===== config.mk =====
export PLATFORM = sky130hd
export DESIGN_NAME = sobel_frame_sequencer_flat
export DESIGN_NICKNAME = d
export VERILOG_FILES = /design/src/rtl/sobel_frame_sequencer_pkg.sv /design/src/rtl/sobel_frame_sequencer_if.sv /design/src/rtl/sobel_frame_sequencer_edge_mag_unit.sv /design/src/rtl/sobel_frame_sequencer.sv /design/src/flat_wrapper.sv
export SDC_FILE = /design/constraint.sdc
export NUM_CORES = 2
export LEC_CHECK = 0
export CAP_MARGIN = 20
export CORE_AREA = 2 2 382 384
export CTS_BUF_LIST = sky130_fd_sc_hd__clkbuf_4
export CTS_CLUSTER_SIZE = 16
export DETAILED_ROUTE_END_ITERATION = 6
export DIE_AREA = 0 0 384 386
export DONT_BUFFER_PORTS = 1
export PLACE_DENSITY_LB_ADDON = 0.08
export SLEW_MARGIN = 20
export SYNTH_ARGS = -nofsm -noshare
export SYNTH_HDL_FRONTEND = slang
export SYNTH_SLANG_ARGS = --single-unit
export TNS_END_PERCENT = 20

===== constraint.sdc =====
create_clock -name clk -period 58.5 [get_ports clk]
set_input_delay 17.55 -clock clk [delete_from_list [all_inputs] [get_ports clk]]
set_output_delay 17.55 -clock clk [all_outputs]
set_load 0.02 [all_outputs]

===== src/rtl/sobel_frame_sequencer_pkg.sv =====
// Shared types and Sobel kernel constants for the edge pipeline controller.
package edge_pkg;

  localparam int EDGE_DW   = 16;
  localparam int EDGE_FRAC = 8;

  typedef enum logic [2:0] {
    IDLE,
    RUN_GX,
    REL_GX,
    RUN_GY,
    REL_GY,
    COMBINE,
    FINISH
  } state_t;

  typedef logic signed [0:2][0:2][EDGE_DW-1:0] kernel_t;

  // Integer Sobel tap; Gy is the transpose of Gx.
  function automatic int sobel_tap(input logic is_gy, input int r, input int c);
    int a;
    int b;
    a = is_gy ? c : r;
    b = is_gy ? r : c;
    return (b - 1) * ((a == 1) ? 2 : 1);
  endfunction

  function automatic kernel_t sobel_kernel(input logic is_gy);
    kernel_t k;
    for (int r = 0; r < 3; r++) begin
      for (int c = 0; c < 3; c++) begin
        k[r][c] = EDGE_DW'(sobel_tap(is_gy, r, c) * (2 ** EDGE_FRAC));
      end
    end
    return k;
  endfunction

  localparam kernel_t SOBEL_GX = sobel_kernel(1'b0);
  localparam kernel_t SOBEL_GY = sobel_kernel(1'b1);

endpackage


===== src/rtl/sobel_frame_sequencer_if.sv =====
// Enable/done/kernel/result bundle between the sequencer and the shared conv_unit.
// Handshake: master raises conv_enable with conv_kernel already stable; slave raises
// conv_done with conv_result valid; master drops enable, slave then drops done.
interface sobel_frame_sequencer_if #(
  parameter int IMAGE_HEIGHT = 5,
  parameter int IMAGE_WIDTH  = 5,
  parameter int KERNEL_SIZE  = 3,
  parameter int DATA_WIDTH   = 16
);
  logic                                                          conv_enable;
  logic                                                          conv_done;
  logic [0:KERNEL_SIZE-1][0:KERNEL_SIZE-1][DATA_WIDTH-1:0]       conv_kernel;
  logic [0:IMAGE_HEIGHT-1][0:IMAGE_WIDTH-1][DATA_WIDTH-1:0]      conv_result;

  modport master (output conv_enable, output conv_kernel, input conv_done, input conv_result);
  modport slave  (input conv_enable, input conv_kernel, output conv_done, output conv_result);
endinterface


===== src/rtl/sobel_frame_sequencer_edge_mag_unit.sv =====
// Per-pixel |gx|+|gy| with saturation to the largest positive word, and threshold compare.
module edge_mag_unit #(
  parameter int DATA_WIDTH = 16
) (
  input  logic [DATA_WIDTH-1:0] gx,
  input  logic [DATA_WIDTH-1:0] gy,
  input  logic [DATA_WIDTH-1:0] threshold,
  output logic [DATA_WIDTH-1:0] magnitude,
  output logic                  edge_bit
);
  localparam logic [DATA_WIDTH+1:0] SAT_MAX = {3'b000, {(DATA_WIDTH-1){1'b1}}};

  logic [DATA_WIDTH:0]   abs_gx;
  logic [DATA_WIDTH:0]   abs_gy;
  logic [DATA_WIDTH+1:0] sum;

  // One extra bit so the most negative input negates without wrapping.
  always_comb begin
    abs_gx    = gx[DATA_WIDTH-1] ? (~{gx[DATA_WIDTH-1], gx} + (DATA_WIDTH+1)'(1)) : {1'b0, gx};
    abs_gy    = gy[DATA_WIDTH-1] ? (~{gy[DATA_WIDTH-1], gy} + (DATA_WIDTH+1)'(1)) : {1'b0, gy};
    sum       = {1'b0, abs_gx} + {1'b0, abs_gy};
    magnitude = (sum > SAT_MAX) ? SAT_MAX[DATA_WIDTH-1:0] : sum[DATA_WIDTH-1:0];
    edge_bit  = magnitude > threshold;
  end
endmodule


===== src/rtl/sobel_frame_sequencer.sv =====
// Runs the shared conv_unit with Gx then Gy, buffers both gradients, then builds the
// saturated magnitude and thresholded edge map one pixel per cycle in raster order.
module sobel_frame_sequencer
  import edge_pkg::*;
#(
  parameter int IMAGE_HEIGHT   = 5,
  parameter int IMAGE_WIDTH    = 5,
  parameter int KERNEL_SIZE    = 3,
  parameter int DATA_WIDTH     = 16,
  parameter int FRAC_BITS      = 8,
  parameter int TIMEOUT_CYCLES = 4096
) (
  input  logic                  clk,
  input  logic                  reset,
  input  logic                  start,
  input  logic [DATA_WIDTH-1:0] threshold,
  output logic                  busy,
  output logic                  frame_done,
  output logic                  error,
  sobel_frame_sequencer_if.master conv,
  output logic [0:IMAGE_HEIGHT-1][0:IMAGE_WIDTH-1][DATA_WIDTH-1:0] magnitude,
  output logic [0:IMAGE_HEIGHT-1][0:IMAGE_WIDTH-1]                 edge_map,
  output state_t                dbg_state
);
  localparam int H     = IMAGE_HEIGHT;
  localparam int W     = IMAGE_WIDTH;
  localparam int DW    = DATA_WIDTH;
  localparam int WD_W  = $clog2(TIMEOUT_CYCLES + 1);
  localparam int ROW_W = (H > 1) ? $clog2(H) : 1;
  localparam int COL_W = (W > 1) ? $clog2(W) : 1;

  typedef logic [0:H-1][0:W-1][DW-1:0]                   frame_t;
  typedef logic [0:H-1][0:W-1]                           map_t;
  typedef logic [0:KERNEL_SIZE-1][0:KERNEL_SIZE-1][DW-1:0] kern_t;

  generate
    if (KERNEL_SIZE != 3) begin : g_bad_kernel_size
      $error("sobel_frame_sequencer: KERNEL_SIZE must be 3");
    end
  endgenerate

  function automatic kern_t build_kernel(input logic is_gy);
    kern_t k;
    k = '0;
    for (int r = 0; r < KERNEL_SIZE; r++) begin
      for (int c = 0; c < KERNEL_SIZE; c++) begin
        k[r][c] = DW'(sobel_tap(is_gy, r, c) * (2 ** FRAC_BITS));
      end
    end
    return k;
  endfunction

  localparam kern_t GX_KERNEL = build_kernel(1'b0);
  localparam kern_t GY_KERNEL = build_kernel(1'b1);

  state_t            state_q, state_d;
  logic [WD_W-1:0]   wd_q, wd_d;
  logic              seen_low_q, seen_low_d;
  logic [ROW_W-1:0]  row_q, row_d;
  logic [COL_W-1:0]  col_q, col_d;
  logic [DW-1:0]     thr_q, thr_d;
  kern_t             kernel_q, kernel_d;
  logic              error_q, error_d;
  frame_t            gx_q, gx_d;
  frame_t            gy_q, gy_d;
  frame_t            mag_q, mag_d;
  map_t              edge_q, edge_d;

  logic              wd_expired;
  logic [DW-1:0]     pix_mag;
  logic              pix_edge;

  edge_mag_unit #(.DATA_WIDTH(DW)) u_mag (
    .gx        (gx_q[row_q][col_q]),
    .gy        (gy_q[row_q][col_q]),
    .threshold (thr_q),
    .magnitude (pix_mag),
    .edge_bit  (pix_edge)
  );

  assign wd_expired = (wd_q >= WD_W'(TIMEOUT_CYCLES - 1));

  always_comb begin
    state_d    = state_q;
    wd_d       = wd_q;
    seen_low_d = seen_low_q;
    row_d      = row_q;
    col_d      = col_q;
    thr_d      = thr_q;
    kernel_d   = kernel_q;
    error_d    = error_q;
    gx_d       = gx_q;
    gy_d       = gy_q;
    mag_d      = mag_q;
    edge_d     = edge_q;

    case (state_q)
      IDLE: begin
        if (start) begin
          thr_d      = threshold;
          kernel_d   = GX_KERNEL;
          error_d    = 1'b0;
          wd_d       = '0;
          // A done already high at launch is a leftover and must drop before capture.
          seen_low_d = ~conv.conv_done;
          state_d    = RUN_GX;
        end
      end

      RUN_GX, RUN_GY: begin
        wd_d = wd_q + WD_W'(1);
        if (!conv.conv_done) begin
          seen_low_d = 1'b1;
        end
        if (conv.conv_done && seen_low_q) begin
          if (state_q == RUN_GX) begin
            gx_d     = conv.conv_result;
            // Gy goes out while enable is low so it is settled before the next pass.
            kernel_d = GY_KERNEL;
            state_d  = REL_GX;
          end else begin
            gy_d     = conv.conv_result;
            state_d  = REL_GY;
          end
        end else if (wd_expired) begin
          error_d = 1'b1;
          state_d = IDLE;
        end
      end

      REL_GX, REL_GY: begin
        wd_d = wd_q + WD_W'(1);
        if (!conv.conv_done) begin
          if (state_q == REL_GX) begin
            wd_d       = '0;
            seen_low_d = 1'b1;
            state_d    = RUN_GY;
          end else begin
            row_d   = '0;
            col_d   = '0;
            state_d = COMBINE;
          end
        end else if (wd_expired) begin
          error_d = 1'b1;
          state_d = IDLE;
        end
      end

      COMBINE: begin
        mag_d[row_q][col_q]  = pix_mag;
        edge_d[row_q][col_q] = pix_edge;
        if (col_q == COL_W'(W - 1)) begin
          col_d = '0;
          if (row_q == ROW_W'(H - 1)) begin
            state_d = FINISH;
          end else begin
            row_d = row_q + ROW_W'(1);
          end
        end else begin
          col_d = col_q + COL_W'(1);
        end
      end

      FINISH: begin
        state_d = IDLE;
      end

      default: begin
        state_d = IDLE;
      end
    endcase
  end

  always_ff @(posedge clk or posedge reset) begin
    if (reset) begin
      state_q    <= IDLE;
      wd_q       <= '0;
      seen_low_q <= 1'b0;
      row_q      <= '0;
      col_q      <= '0;
      thr_q      <= '0;
      kernel_q   <= '0;
      error_q    <= 1'b0;
      gx_q       <= '0;
      gy_q       <= '0;
      mag_q      <= '0;
      edge_q     <= '0;
    end else begin
      state_q    <= state_d;
      wd_q       <= wd_d;
      seen_low_q <= seen_low_d;
      row_q      <= row_d;
      col_q      <= col_d;
      thr_q      <= thr_d;
      kernel_q   <= kernel_d;
      error_q    <= error_d;
      gx_q       <= gx_d;
      gy_q       <= gy_d;
      mag_q      <= mag_d;
      edge_q     <= edge_d;
    end
  end

  assign conv.conv_enable = (state_q == RUN_GX) || (state_q == RUN_GY);
  assign conv.conv_kernel = kernel_q;
  assign busy             = (state_q != IDLE) && (state_q != FINISH);
  assign frame_done       = (state_q == FINISH);
  assign error            = error_q;
  assign magnitude        = mag_q;
  assign edge_map         = edge_q;
  assign dbg_state        = state_q;

endmodule

===== src/flat_wrapper.sv =====
// flat-port wrapper written by rule: the top's interface ports become plain ports
module sobel_frame_sequencer_flat import edge_pkg::*;
#(
  parameter int IMAGE_HEIGHT   = 5,
  parameter int IMAGE_WIDTH    = 5,
  parameter int KERNEL_SIZE    = 3,
  parameter int DATA_WIDTH     = 16,
  parameter int FRAC_BITS      = 8,
  parameter int TIMEOUT_CYCLES = 4096
)
  (clk, reset, start, threshold, busy, frame_done, error, magnitude, edge_map, dbg_state, conv_conv_enable, conv_conv_kernel, conv_conv_done, conv_conv_result);
  sobel_frame_sequencer_if #(.IMAGE_HEIGHT(IMAGE_HEIGHT), .IMAGE_WIDTH(IMAGE_WIDTH), .KERNEL_SIZE(KERNEL_SIZE), .DATA_WIDTH(DATA_WIDTH)) conv_i ();
  input  logic clk;
  input  logic reset;
  input  logic start;
  input  logic [DATA_WIDTH-1:0] threshold;
  output logic busy;
  output logic frame_done;
  output logic error;
  output logic [0:IMAGE_HEIGHT-1][0:IMAGE_WIDTH-1][DATA_WIDTH-1:0] magnitude;
  output logic [0:IMAGE_HEIGHT-1][0:IMAGE_WIDTH-1] edge_map;
  output state_t dbg_state;
  output wire logic [$bits(conv_i.conv_enable)-1:0] conv_conv_enable;
  output wire logic [$bits(conv_i.conv_kernel)-1:0] conv_conv_kernel;
  input wire logic [$bits(conv_i.conv_done)-1:0] conv_conv_done;
  input wire logic [$bits(conv_i.conv_result)-1:0] conv_conv_result;
  assign conv_conv_enable = conv_i.conv_enable;
  assign conv_conv_kernel = conv_i.conv_kernel;
  assign conv_i.conv_done = conv_conv_done;
  assign conv_i.conv_result = conv_conv_result;
  sobel_frame_sequencer #(.IMAGE_HEIGHT(IMAGE_HEIGHT), .IMAGE_WIDTH(IMAGE_WIDTH), .KERNEL_SIZE(KERNEL_SIZE), .DATA_WIDTH(DATA_WIDTH), .FRAC_BITS(FRAC_BITS), .TIMEOUT_CYCLES(TIMEOUT_CYCLES)) u_core (.clk(clk), .reset(reset), .start(start), .threshold(threshold), .busy(busy), .frame_done(frame_done), .error(error), .conv(conv_i), .magnitude(magnitude), .edge_map(edge_map), .dbg_state(dbg_state));
endmodule

# Word level (Yosys, flattened, before mapping)
# Index checks and enable logic that the tools add are counted.
[classes]
add_sub_neg = 6
multipliers = 0
div_mod_pow = 0
magnitude_cmp = 7
eq_ne = 21
n_shift = 0
muxes = 59
n_bitwise = 6
n_reduce_logical = 22
[ops]
columns = ["cell", "n"]
rows = [
  ["binary-select mux 80 bit (select 3 bit)", 2],
  ["two-way mux 144 bit", 3],
  ["bitwise mux 400 bit", 1],
  ["two-way mux 80 bit", 5],
  ["case mux 144 bit (2 select lines)", 1],
  ["demux 80 bit (select 3 bit)", 1],
  ["binary-select mux 16 bit (select 3 bit)", 2],
  ["two-way mux 16 bit", 6],
  ["demux 16 bit (select 3 bit)", 1],
  ["two-way mux 13 bit", 3],
  ["two-way mux 3 bit", 13],
  ["case mux 13 bit (3 select lines)", 1],
  ["adder 17 x 1 -> 17 bit, second input constant", 2],
  ["two-way mux 17 bit", 2],
  ["NOT 17 bit", 2],
  ["bitwise mux 25 bit", 1],
  ["adder 17 x 17 -> 18 bit", 1],
  ["greater-than comparator 18 x 15 -> 1 bit, second input constant", 1],
  ["greater-than comparator 16 bit", 1],
  ["demux 5 bit (select 3 bit)", 1],
  ["equality test 3 bit, second input constant", 5],
  ["inequality test 2 bit, second input constant", 7],
  ["adder 13 x 1 -> 13 bit, second input constant", 1],
  ["greater-or-equal comparator 13 x 12 -> 1 bit, second input constant", 1],
  ["25 further kinds", 57],
]
[totals]
reg_bits = 1409
latch_bits = 0
ram_bits = 0
rom_bits = 0
in_bits = 420
output_inout_bits = 576
memories = 0

# Longest topological paths before layout
[logic_depth]
depth_word = 15
depth_mapped = 39
mapped_depth_nobuf = 31

# Cells and area by module
# A second synthesis with hierarchy kept.
[unflattened]
cells_unflattened = 4113
hier_area_um2 = 58122.0
[modules_own_cells]
columns = ["module", "n_inst", "cells_per_inst", "area_each_um2", "seq_area_each_um2"]
rows = [
  ["sobel_frame_sequencer", 1, 3839, 56166.4, 31730.4],
  ["edge_mag_unit", 1, 274, 1955.6, 0.0],
]

# Worst setup path after synthesis
# OpenSTA, ideal clock, no wires.
[synth_path]
path_type = "in2reg"
from = "in conv_conv_done"
to = "reg u_core.gx_q[320] (netlist name)"
setup_time_ns = 0.125
arrival_time_ns = 19.064
required_time_ns = 58.375
path_slack_ns = 39.312
path_stages = 5
n_path_buf = 2
cell_sequence = "nand2_1 > nor3_1 > clkbuf_1 > clkbuf_1 > mux2_2"
[synth_via]
elab_chain_len = 2
[synth_rtl]
columns = ["item", "line_no", "source"]
rows = [
  ["start, declared", "flat_wrapper.sv:25", "input wire logic [$bits(conv_i.conv_done)-1:0] conv_conv_done;"],
  ["logical AND 1 bit", "sobel_frame_sequencer.sv:115", "if (conv.conv_done && seen_low_q) begin"],
  ["AND reduction 3 bit (no source line)", "-", ""],
  ["end signal, assigned", "sobel_frame_sequencer.sv:197", "gx_q <= gx_d;"],
  ["end, declared", "sobel_frame_sequencer.sv:64", "frame_t gx_q, gx_d;"],
]
# Every way passes these cells.
# A chain may end at the register's enable or synchronous reset.

==> flow_results.org <==
** Logic synthesis
- The Yosys step of the flow raised 0 warnings.
- The biggest area contributor in the post-synthesis netlist is sky130_fd_sc_hd__dfrtp_1.
- In the synthesized netlist the dominant register cell turns out to be sky130_fd_sc_hd__dfrtp_1.
- EDFF count, synth :: 0
- Proportion of register bits with asynchronous set or reset after synthesis :: 1.00
- Count of state elements after synthesis :: between 1000 and 1500
- Largest cells by area after synthesis :: sky130_fd_sc_hd__dfrtp_1 (56%), sky130_fd_sc_hd__mux2_2 (17%), sky130_fd_sc_hd__o21ai_0 (3.3%)
- Synthesis produced a netlist whose cell count is 4659.
- Of the synthesized area, sequential elements account for 0.560.
- Summing every instance area after synthesis gives 0.0566 mm^2.
- Mapped Avg Cell Area :: 12.2 um^2
- Top-area cell type share of the netlist area :: 0.560
- The synthesized netlist contains 81 unique library cells.

** Run status
- The flow ran to the end, and the final reports show no timing, DRC or antenna violations.

** Global route
- Entering global routing, the biggest net connects 168 pins.
- Combined global-route utilization of all metal layers :: 0.270
- Vias in the first global route :: 37591
- After global routing the overflow that remains totals 0.
- Number of antenna violations at the first check in global routing :: 62
- Wire length of the first global-routing pass :: 286000 um

** Die
- The die is 386 um tall.
- The initialized floorplan defines between 100 and 150 standard-cell rows.
- After floorplanning, the core was sized to cover 0.145 mm^2.
- Initial Utilization :: 0.392
- Num ports :: ~1000
- Area of the die :: 0.148 mm^2
- Measured along the x axis, the die boundary spans 384 um.

** Timing
- On the final layout, the worst clock skew is about 0.14 ns.
- Relative slew slack :: 0.141
- Of the available clock period, the critical path in the final layout requires 0.362.
- Final Hold Viols :: 0
- Setup repair after global routing left no endpoint under its margin.
- Fin crit period :: 21.17 ns
- Highest achievable clock rate :: approximately 0.047 GHz
- The final max-slew violation count is 0.
- At the pin with the least slew margin, the transition time is 1.28 ns.
- Final setup vio count :: 0
- For the final routed database, the setup TNS stands at 0 ns.

** Setup path
- Critical R2R Capture :: u_core.edge_map[16]
- The worst register-to-register path begins at u_core.row_q[1].
- Biggest fanout along the worst timing path :: 124
- Measured in cells, the most critical reg-to-reg path has a length of 35.
- CP Launch Type :: input port
- Startpoint of the most critical setup path :: reset
- The worst register-to-register path has a setup slack of 47.85 ns.
- Data arrives at the worst endpoint at 22.36 ns.
- The worst setup path is captured at an async pin.
- Data required time of the critical path :: 59.69 ns
- CP Class :: in2async

** Finish
- Share of cells above drive strength 1 :: 0.321
- The net count of the finished layout is 5225.
- Number of fill cells :: 13973
- Area added between synthesis and finish :: 10.1%

** Clock network
- The later pin in the worst-skew pair is clocked with a latency of about 1.3 ns.
- Clock Path Buffers :: 4
- Total of hold buffers inserted after clock tree synthesis :: 0
- Number of resized instances in the post-cts repair step :: 0
- The tree is rooted in a sky130_fd_sc_hd__clkbuf_4.
- Clock sinks :: 1268
- Clock-pin slew was measured on the worst setup and hold paths at 0.06 ns.
- Counting the buffers created by CTS gives 370.
- Post-CTS timing repair inserted 0 buffers for setup.
- Clock tree from TritonCTS :: yes
- The clock tree synthesis step divided the H-tree into 5 levels.

** Drt
- DRT iter0 DRCs :: 2268
- Using the TritonRoute via totals, the vias-per-cell ratio works out to between 5 and 6.
- Dividing the detail-routed wire length by the instance count gives 29.5 um.
- Number of DRC violations after detailed routing :: 0
- Post-detailed-routing wire length :: 205000 um
- The first detailed-routing pass ran for 5 iterations.
- In this run the remaining antenna-violating nets after routing total 0.
- Via total after detailed routing :: ~38000

** Placement
- Input and output buffers added on the ports amount to 0.
- Estimated wirelength of the detail-placed design :: 143000 um
- Routability-driven placement finished with a final weighted congestion of 0.829.

** Run
- Max capacitance violation total :: 0

** Worst hold path
- The path with the worst hold slack has its endpoint at u_core.gy_q[194].
- In this run the worst hold path is classified as reg2reg.
- Counting instances, the worst hold path has a depth of 1.
- Startpoint of the worst hold path :: u_core.gy_q[194]
[registers in the layout, summed over array words and instances, names as in the netlist]
register,flops
u_core.thr_q,16
u_core.magnitude,400
u_core.gy_q,400
u_core.wd_q,13
u_core.seen_low_q,1
u_core.conv.conv_kernel,3
u_core.error,1
u_core.row_q,3
u_core.dbg_state,3
u_core.col_q,3
u_core.gx_q,400
u_core.edge_map,25
[cells in the mapped netlist (all sizes together), types with 9 or more instances]
library cell and number:
o2bb2ai 10, inv 49, and3 12, a211oi 29
o21ai 372, mux2i 184, o31ai 9, xor2 13
nor3 40, ha 40, and2 24, o22ai 42
a221oi 38, mux2 842, nor2 266, dfrtp 1268
nand2 363, nor2b 15, a31oi 39, a21oi 235
o221ai 30, clkbuf 239, xnor2 30, nand4 9
mux4 47, o211ai 10, nand3b 10, a21o 11
buf 239, a221o 9, a22oi 15, nand3 31
[metrics by stage]
stage                     instances  utilization  hold slack [ns]  instance area, um^2  setup slack [ns]
final                          6957        0.431            0.501                62300             37.33
after global routing           6943        0.431            0.512                62300             36.68
after CTS                      6917        0.431            0.500                62200             37.27
after detailed placement       6308        0.401            0.487                57900             35.88
after global placement         6306        0.400            0.480                57900             35.87
after floorplan                4764            -            0.471                57000              5.22
[metal layers]
layer / GRT usage / vias to the layer above / part of all wire / wire length (um)
li1: - / 16805 / - / -
met4: 0.0889 / 68 / 0.024 / 4880
met1: 0.324 / 19507 / 0.40 / 81200
met2: 0.443 / 1292 / 0.49 / 100000
met5: 0 / - / 0.0023 / 468
met3: 0.105 / 306 / 0.089 / 18300
[worst max-delay path by stage]
stage | endpoint | slack, ns | cells past startpoint
final | u_core.gx_q[329] | 37.33 | 6
after global routing | u_core.gy_q[323] | 36.68 | 6
after CTS | u_core.gx_q[169] | 37.27 | 6
after detailed placement | u_core.gy_q[163] | 35.88 | 6
after global placement | u_core.gx_q[169] | 35.87 | 6
after floorplan | u_core.col_q[0] | 5.22 | 1
[final cells by class]
type                            instances  area (um^2)  area share
Sequential cell                      1268        31800       0.509
Multi-Input combinational cell       2969        22700       0.364
Clock buffer                          531         3990      0.0639
Tap cell                             1917         2400      0.0385
Timing Repair Buffer                  106          881      0.0141
Clock inverter                         78          334     0.00536
Inverter                               49          194     0.00311
Antenna cell                           39         97.6     0.00157
[critical path, cell delays in order]
cell and delay (ns):
sky130_fd_sc_hd__inv_8 0.54, sky130_fd_sc_hd__buf_4 0.81, sky130_fd_sc_hd__buf_4 0.82, sky130_fd_sc_hd__buf_4 0.71, sky130_fd_sc_hd__buf_4 0.70, sky130_fd_sc_hd__buf_4 0.88
[kinds of logic after synthesis]
logic type | synth area share
compound gates | 0.0951
xor+xnor | 0.00665
fa+ha+maj | 0.00919
buf+inv | 0.0494
flops | 0.560
mux | 0.219
other cells | 0.0000662
simple gates | 0.0606
[cell usage in the layout (no fill, tap or decap), types with 40 or more instances in the layout]
cell type / count
sky130_fd_sc_hd__nor2_1: 247
sky130_fd_sc_hd__a21oi_1: 233
sky130_fd_sc_hd__clkbuf_4: 531
sky130_fd_sc_hd__nand2_1: 362
sky130_fd_sc_hd__o21ai_0: 370
sky130_fd_sc_hd__buf_4: 100
sky130_fd_sc_hd__mux2_2: 837
sky130_fd_sc_hd__inv_1: 43
sky130_fd_sc_hd__conb_1: 106
sky130_fd_sc_hd__mux4_2: 47
sky130_fd_sc_hd__mux2i_1: 184
sky130_fd_sc_hd__o22ai_1: 42
sky130_fd_sc_hd__clkinv_1: 65
sky130_fd_sc_hd__ha_1: 40
sky130_fd_sc_hd__dfrtp_1: 1261
Power is not shown: default switching activity piles up to over one toggle a cycle in this logic, so the estimate is an artifact.
